$ cat src/rtl/cc_displaytimer_ticker.sv
// Programmable display/game timer: counter, loadable terminal value,
// periodic or one-shot mode, pause/clear control, active-low tick.
module cc_displaytimer_ticker #(
  parameter int DATAWIDTH = 27,
  parameter logic [DATAWIDTH-1:0] DEFAULT_LIMIT = 27'd99_999_999
) (
  input  logic                 CC_DISPLAYTIMER_TICKER_CLOCK_50,
  input  logic                 CC_DISPLAYTIMER_TICKER_RESET_InHigh,
  input  logic                 CC_DISPLAYTIMER_TICKER_start_InHigh,
  input  logic                 CC_DISPLAYTIMER_TICKER_enable_InHigh,
  input  logic                 CC_DISPLAYTIMER_TICKER_clear_InHigh,
  input  logic                 CC_DISPLAYTIMER_TICKER_load_InHigh,
  input  logic [DATAWIDTH-1:0] CC_DISPLAYTIMER_TICKER_limit_InBUS,
  input  logic                 CC_DISPLAYTIMER_TICKER_oneshot_InHigh,
  output logic                 CC_DISPLAYTIMER_TICKER_tick_OutLow,
  output logic                 CC_DISPLAYTIMER_TICKER_done_OutHigh,
  output logic                 CC_DISPLAYTIMER_TICKER_busy_OutHigh,
  output logic [DATAWIDTH-1:0] CC_DISPLAYTIMER_TICKER_count_OutBUS
);

  typedef enum logic [1:0] {
    IDLE  = 2'd0,
    RUN   = 2'd1,
    PAUSE = 2'd2,
    DONE  = 2'd3
  } stateT;

  localparam logic [DATAWIDTH-1:0] ONE = {{(DATAWIDTH-1){1'b0}}, 1'b1};

  stateT                state;
  stateT                nState;
  logic [DATAWIDTH-1:0] count;
  logic [DATAWIDTH-1:0] nCount;
  logic [DATAWIDTH-1:0] limitReg;
  logic                 nTick;
  logic                 tickReg;
  logic                 doneReg;
  logic                 busyReg;

  // Next state/count; a paused count resumes counting on the enable cycle
  always_comb begin
    nState = state;
    nCount = count;
    nTick  = 1'b1;
    if (CC_DISPLAYTIMER_TICKER_start_InHigh) begin
      nState = RUN;
      nCount = '0;
    end else begin
      case (state)
        RUN, PAUSE: begin
          if (!CC_DISPLAYTIMER_TICKER_enable_InHigh) begin
            nState = PAUSE;
          end else if (count >= limitReg) begin
            nCount = '0;
            nTick  = 1'b0;
            nState = CC_DISPLAYTIMER_TICKER_oneshot_InHigh ? DONE : RUN;
          end else begin
            nCount = count + ONE;
            nState = RUN;
          end
        end
        default: nCount = '0;
      endcase
    end
  end

  // State, count, limit and registered output decodes
  always_ff @(posedge CC_DISPLAYTIMER_TICKER_CLOCK_50) begin
    if (CC_DISPLAYTIMER_TICKER_RESET_InHigh) begin
      state    <= IDLE;
      count    <= '0;
      limitReg <= DEFAULT_LIMIT;
      tickReg  <= 1'b1;
      doneReg  <= 1'b0;
      busyReg  <= 1'b0;
    end else if (CC_DISPLAYTIMER_TICKER_clear_InHigh) begin
      state    <= IDLE;
      count    <= '0;
      tickReg  <= 1'b1;
      doneReg  <= 1'b0;
      busyReg  <= 1'b0;
    end else begin
      state   <= nState;
      count   <= nCount;
      tickReg <= nTick;
      doneReg <= (nState == DONE);
      busyReg <= (nState == RUN) || (nState == PAUSE);
      if (CC_DISPLAYTIMER_TICKER_load_InHigh)
        limitReg <= CC_DISPLAYTIMER_TICKER_limit_InBUS;
    end
  end

  assign CC_DISPLAYTIMER_TICKER_tick_OutLow  = tickReg;
  assign CC_DISPLAYTIMER_TICKER_done_OutHigh = doneReg;
  assign CC_DISPLAYTIMER_TICKER_busy_OutHigh = busyReg;
  assign CC_DISPLAYTIMER_TICKER_count_OutBUS = count;

endmodule

$ cat config.mk
export PLATFORM = sky130hd
export DESIGN_NAME = cc_displaytimer_ticker
export DESIGN_NICKNAME = d
export VERILOG_FILES = /design/src/rtl/cc_displaytimer_ticker.sv
export SDC_FILE = /design/constraint.sdc
export NUM_CORES = 1
export LEC_CHECK = 0
export BUFFER_PORTS_ARGS = -buffer_cell sky130_fd_sc_hd__buf_2
export CORE_UTILIZATION = 45
export DETAILED_ROUTE_END_ITERATION = 10
export PLACE_DENSITY = 0.76
export SLEW_MARGIN = 15
export SYNTH_ARGS = -nofsm -noshare
export SYNTH_HDL_FRONTEND = slang
export SYNTH_SLANG_ARGS = --single-unit
$ cat constraint.sdc
create_clock -name CC_DISPLAYTIMER_TICKER_CLOCK_50 -period 3.8 [get_ports CC_DISPLAYTIMER_TICKER_CLOCK_50]
set_input_delay 0.38 -clock CC_DISPLAYTIMER_TICKER_CLOCK_50 [delete_from_list [all_inputs] [get_ports CC_DISPLAYTIMER_TICKER_CLOCK_50]]
set_output_delay 0.38 -clock CC_DISPLAYTIMER_TICKER_CLOCK_50 [all_outputs]
set_load 0.01 [all_outputs]
==> reports/qor.yml <==
run_status:
  outcome: "finished, final reports clean"
global_route:
  grt_max_degree: 46
  globalRouteOverflowTotal: 0
  first_global_vias: 2567
  grt_pass1_wl_mm: 11.8
  antenna_found_initial: 0
  grt_usage_pct: 21.3
cells_and_area:
  diodes: 0
  nets: 499
  layout-drive-gt1-share_pct: 19.8
  final_core_util_pct: 56.4
  layoutNonFillerInstCount: 517
  area_growth_pct: 18.5
power_and_ir_drop:
  finalPower_mw: 1.36
  powerDensity_nw_per_um2: 373
  ir_worst_vdd_mv: 0.246
  leakagePower_nw: 1.69
  pwr-share-comb_pct: 7.3
  clkPwrFrac_pct: 45.4
  pwr-share-seq_pct: 47.3
  p_int_mw: 1.05
  power_switching_mw: 0.307
  p_sw_share_pct: 22.6
detailed_routing:
  drcViolationCount: 0
  dr.pass1.iters: 6
  wirelength_mm: 7.18
  viasPerCell: 5.29
  antenna_left: 0
  vias: 2737
  drtIter0Drc: 150
  wl_per_cell_um: 13.9
synthesis:
  ys_types: 41
  synth_cells: 376
  synthSimpleGateAreaFrac_pct: 23.8
  synth-xor-area-share_pct: 5.98
  avgSynthCellArea_um2: 8.18
  ys_seq_area_share_pct: 38.4
  synth_adder_area_share_pct: 11.8
  ys.warnings.count: 0
  ys.flop_type: "dfxtp_1"
  synth_mux_area_share_pct: 0
  synth.area.top_cells: "dfxtp_1 38%, ha_1 12%, nor2_1 7.0%"
  yosys.area.top_type: "dfxtp_1"
  synth_fp_nets: 439
  synth_edf_count: 0
  synth_top_family_by_area: "simple AND/OR/NAND/NOR gates"
  netlist.area_leader.share_pct: 38.4
  synth-seq-cells: 59
  synth_async_sr_flop_share_pct: 0
  synth_compound_area_share_pct: 13.9
  synth_area_um2: 3080
clocking:
  cts_tree: "yes"
  cts.sinks: 59
  numCtsBuffers: 9
  cts.path.max_buffers: 2
  cts_setup_buffers: 0
  cts_hold_buf: 0
  clkLatencyLatePin_ns: 0.35
  path_clk_slew_ns: 0.07
  root_buffer: "clkbuf_8"
  ctsResizeCount: 0
  cts_max_level: 3
floorplanning:
  ioPinCount: 64
  die_area_um2: 7170
  fp-row-count: 29
  start_util_pct: 47.6
  die_h_um: 84.7
  fp.coreArea_um2: 6460
  die_w_um: 84.7
timing:
  finClkSkew_ns: 0.00904
  final.setup.tns_ns: 0
  rsz0062_at_grt: "false"
  period_needed_ns: 2.88
  worstMarginPinSlew_ns: 0.586
  max_freq_ghz: 0.347
  timing.final.crit_share_pct: 75.8
  final_hold_viol_count: 0
  finalSetupViolCount: 0
  finalMaxSlewViolations: 0
  relSlewSlack_pct: 60.5
setup_path:
  worst-path-max-fanout: 9
  critPathLaunchType: "flop"
  cp-end-kind: "flop"
  path_class: "reg -> reg"
  required_ns: 4.03
  worst-endpoint-arrival_ns: 3.11
placed_design:
  gp_congestion: 0.953
  portBuffers: 63
  dp_cells: 502
  dpl.hpwl_mm: 5.32
min_path:
  hold_class: "in -> reg"
flow_run:
  drv_cap: 0
cells in the mapped netlist, types with 2 or more instances:
master    number
a211o_1       18
o21bai_1       2
a21oi_1       26
nand2_1       43
nand3_1       16
or3_2          2
xnor2_1       15
buf_2          2
nor3_1         5
inv_1         33
nand3_2        2
or4_1          3
nand2b_1       2
and3_1         4
nor4_1         5
dfxtp_1       59
xor2_1         6
nor2_1        57
clkbuf_1      10
ha_1          29
nand4_1        9
o21ai_0        3
nor2b_1        2
o31ai_1        5
buf_1          2
worst max-delay path, stage by stage (launching register included):
cell and delay (ns):
dfxtp_1 0.35, ha_1 0.34, nand4_1 0.15, nor4_1 0.57
o311a_1 0.41, or2_1 0.30, a21oi_1 0.13, nor3_1 0.15
ha_1 0.26, inv_1 0.05, nor2_1 0.04
flip-flops by register name (all words and copies together) (netlist names):
signal / cells
limitReg: 27
CC_DISPLAYTIMER_TICKER_tick_OutLow: 1
CC_DISPLAYTIMER_TICKER_busy_OutHigh: 1
CC_DISPLAYTIMER_TICKER_count_OutBUS: 27
state: 2
CC_DISPLAYTIMER_TICKER_done_OutHigh: 1
cells in the final DEF, fill, tap and decap left out, types with 2 or more instances in the layout:
| cell | count |
|---|---|
| nand3_1 | 16 |
| buf_2 | 63 |
| o21bai_1 | 2 |
| nand2b_1 | 2 |
| o21ai_0 | 3 |
| and3_1 | 4 |
| a21oi_1 | 26 |
| nor3_1 | 5 |
| nand2_1 | 43 |
| nor2_1 | 57 |
| xnor2_1 | 15 |
| or4_1 | 3 |
| a211o_1 | 18 |
| inv_1 | 33 |
| xor2_1 | 6 |
| nand3_2 | 2 |
| or3_2 | 2 |
| dfxtp_1 | 59 |
| nor4_1 | 5 |
| nand4_1 | 9 |
| ha_1 | 29 |
| clkbuf_8 | 13 |
| o31ai_1 | 5 |
power groups by stage:
stage	Sequential [mW]	Combinational (mW)	Clock, mW
final	0.643	0.0994	0.616
after global routing	0.645	0.115	0.652
after CTS	0.643	0.101	0.629
after detailed placement	0.657	0.100	0
after global placement	0.656	0.0972	0
after floorplan	0.656	0.0668	0
layer usage:
layer,share of wire (%),GRT usage [%],vias to the layer above
met3,6.4,6.29,11
met4,1.7,8.32,0
met5,0,0,-
met1,45,26.3,1253
li1,-,-,1401
met2,47,35.1,72
logic make-up (layout without fill, tap and decap cells):
| logic type | Yosys count | count (layout) |
|---|---|---|
| flops | 59 | 59 |
| fa+ha+maj | 29 | 29 |
| compound gates | 62 | 62 |
| xor+xnor | 21 | 21 |
| buf+inv | 48 | 112 |
| simple gates | 157 | 157 |
path summary, 6_finish.rpt:
kind,startpoint,cells past startpoint,slack (ns),end
max reg2reg,CC_DISPLAYTIMER_TICKER_count_OutBUS[25],10,0.92,CC_DISPLAYTIMER_TICKER_busy_OutHigh
max,CC_DISPLAYTIMER_TICKER_count_OutBUS[25],10,0.92,CC_DISPLAYTIMER_TICKER_busy_OutHigh
min reg2reg,limitReg[9],2,0.46,limitReg[9]
min,CC_DISPLAYTIMER_TICKER_limit_InBUS[13],2,0.23,limitReg[13]
through the flow:
stage / area, um2 / hold slack, ns / setup WS [ns]
2_1_floorplan: 3080 / 0.436 / 1.32
3_3_place_gp: 3430 / 0.444 / 1.14
3_5_place_dp: 3430 / 0.448 / 1.00
4_1_cts: 3640 / 0.222 / 0.950
5_1_grt: 3640 / 0.232 / 0.693
6_report: 3640 / 0.229 / 0.921
area by class of cell:
cell class	count	area, um2
Tap cell	77	96.3
Fill cell	618	2820
Multi-Input combinational cell	269	1710
Timing Repair Buffer	64	323
Clock inverter	1	30.0
Clock buffer	14	183
Sequential cell	59	1180
Inverter	33	124
(Power assumes the default switching activity.)
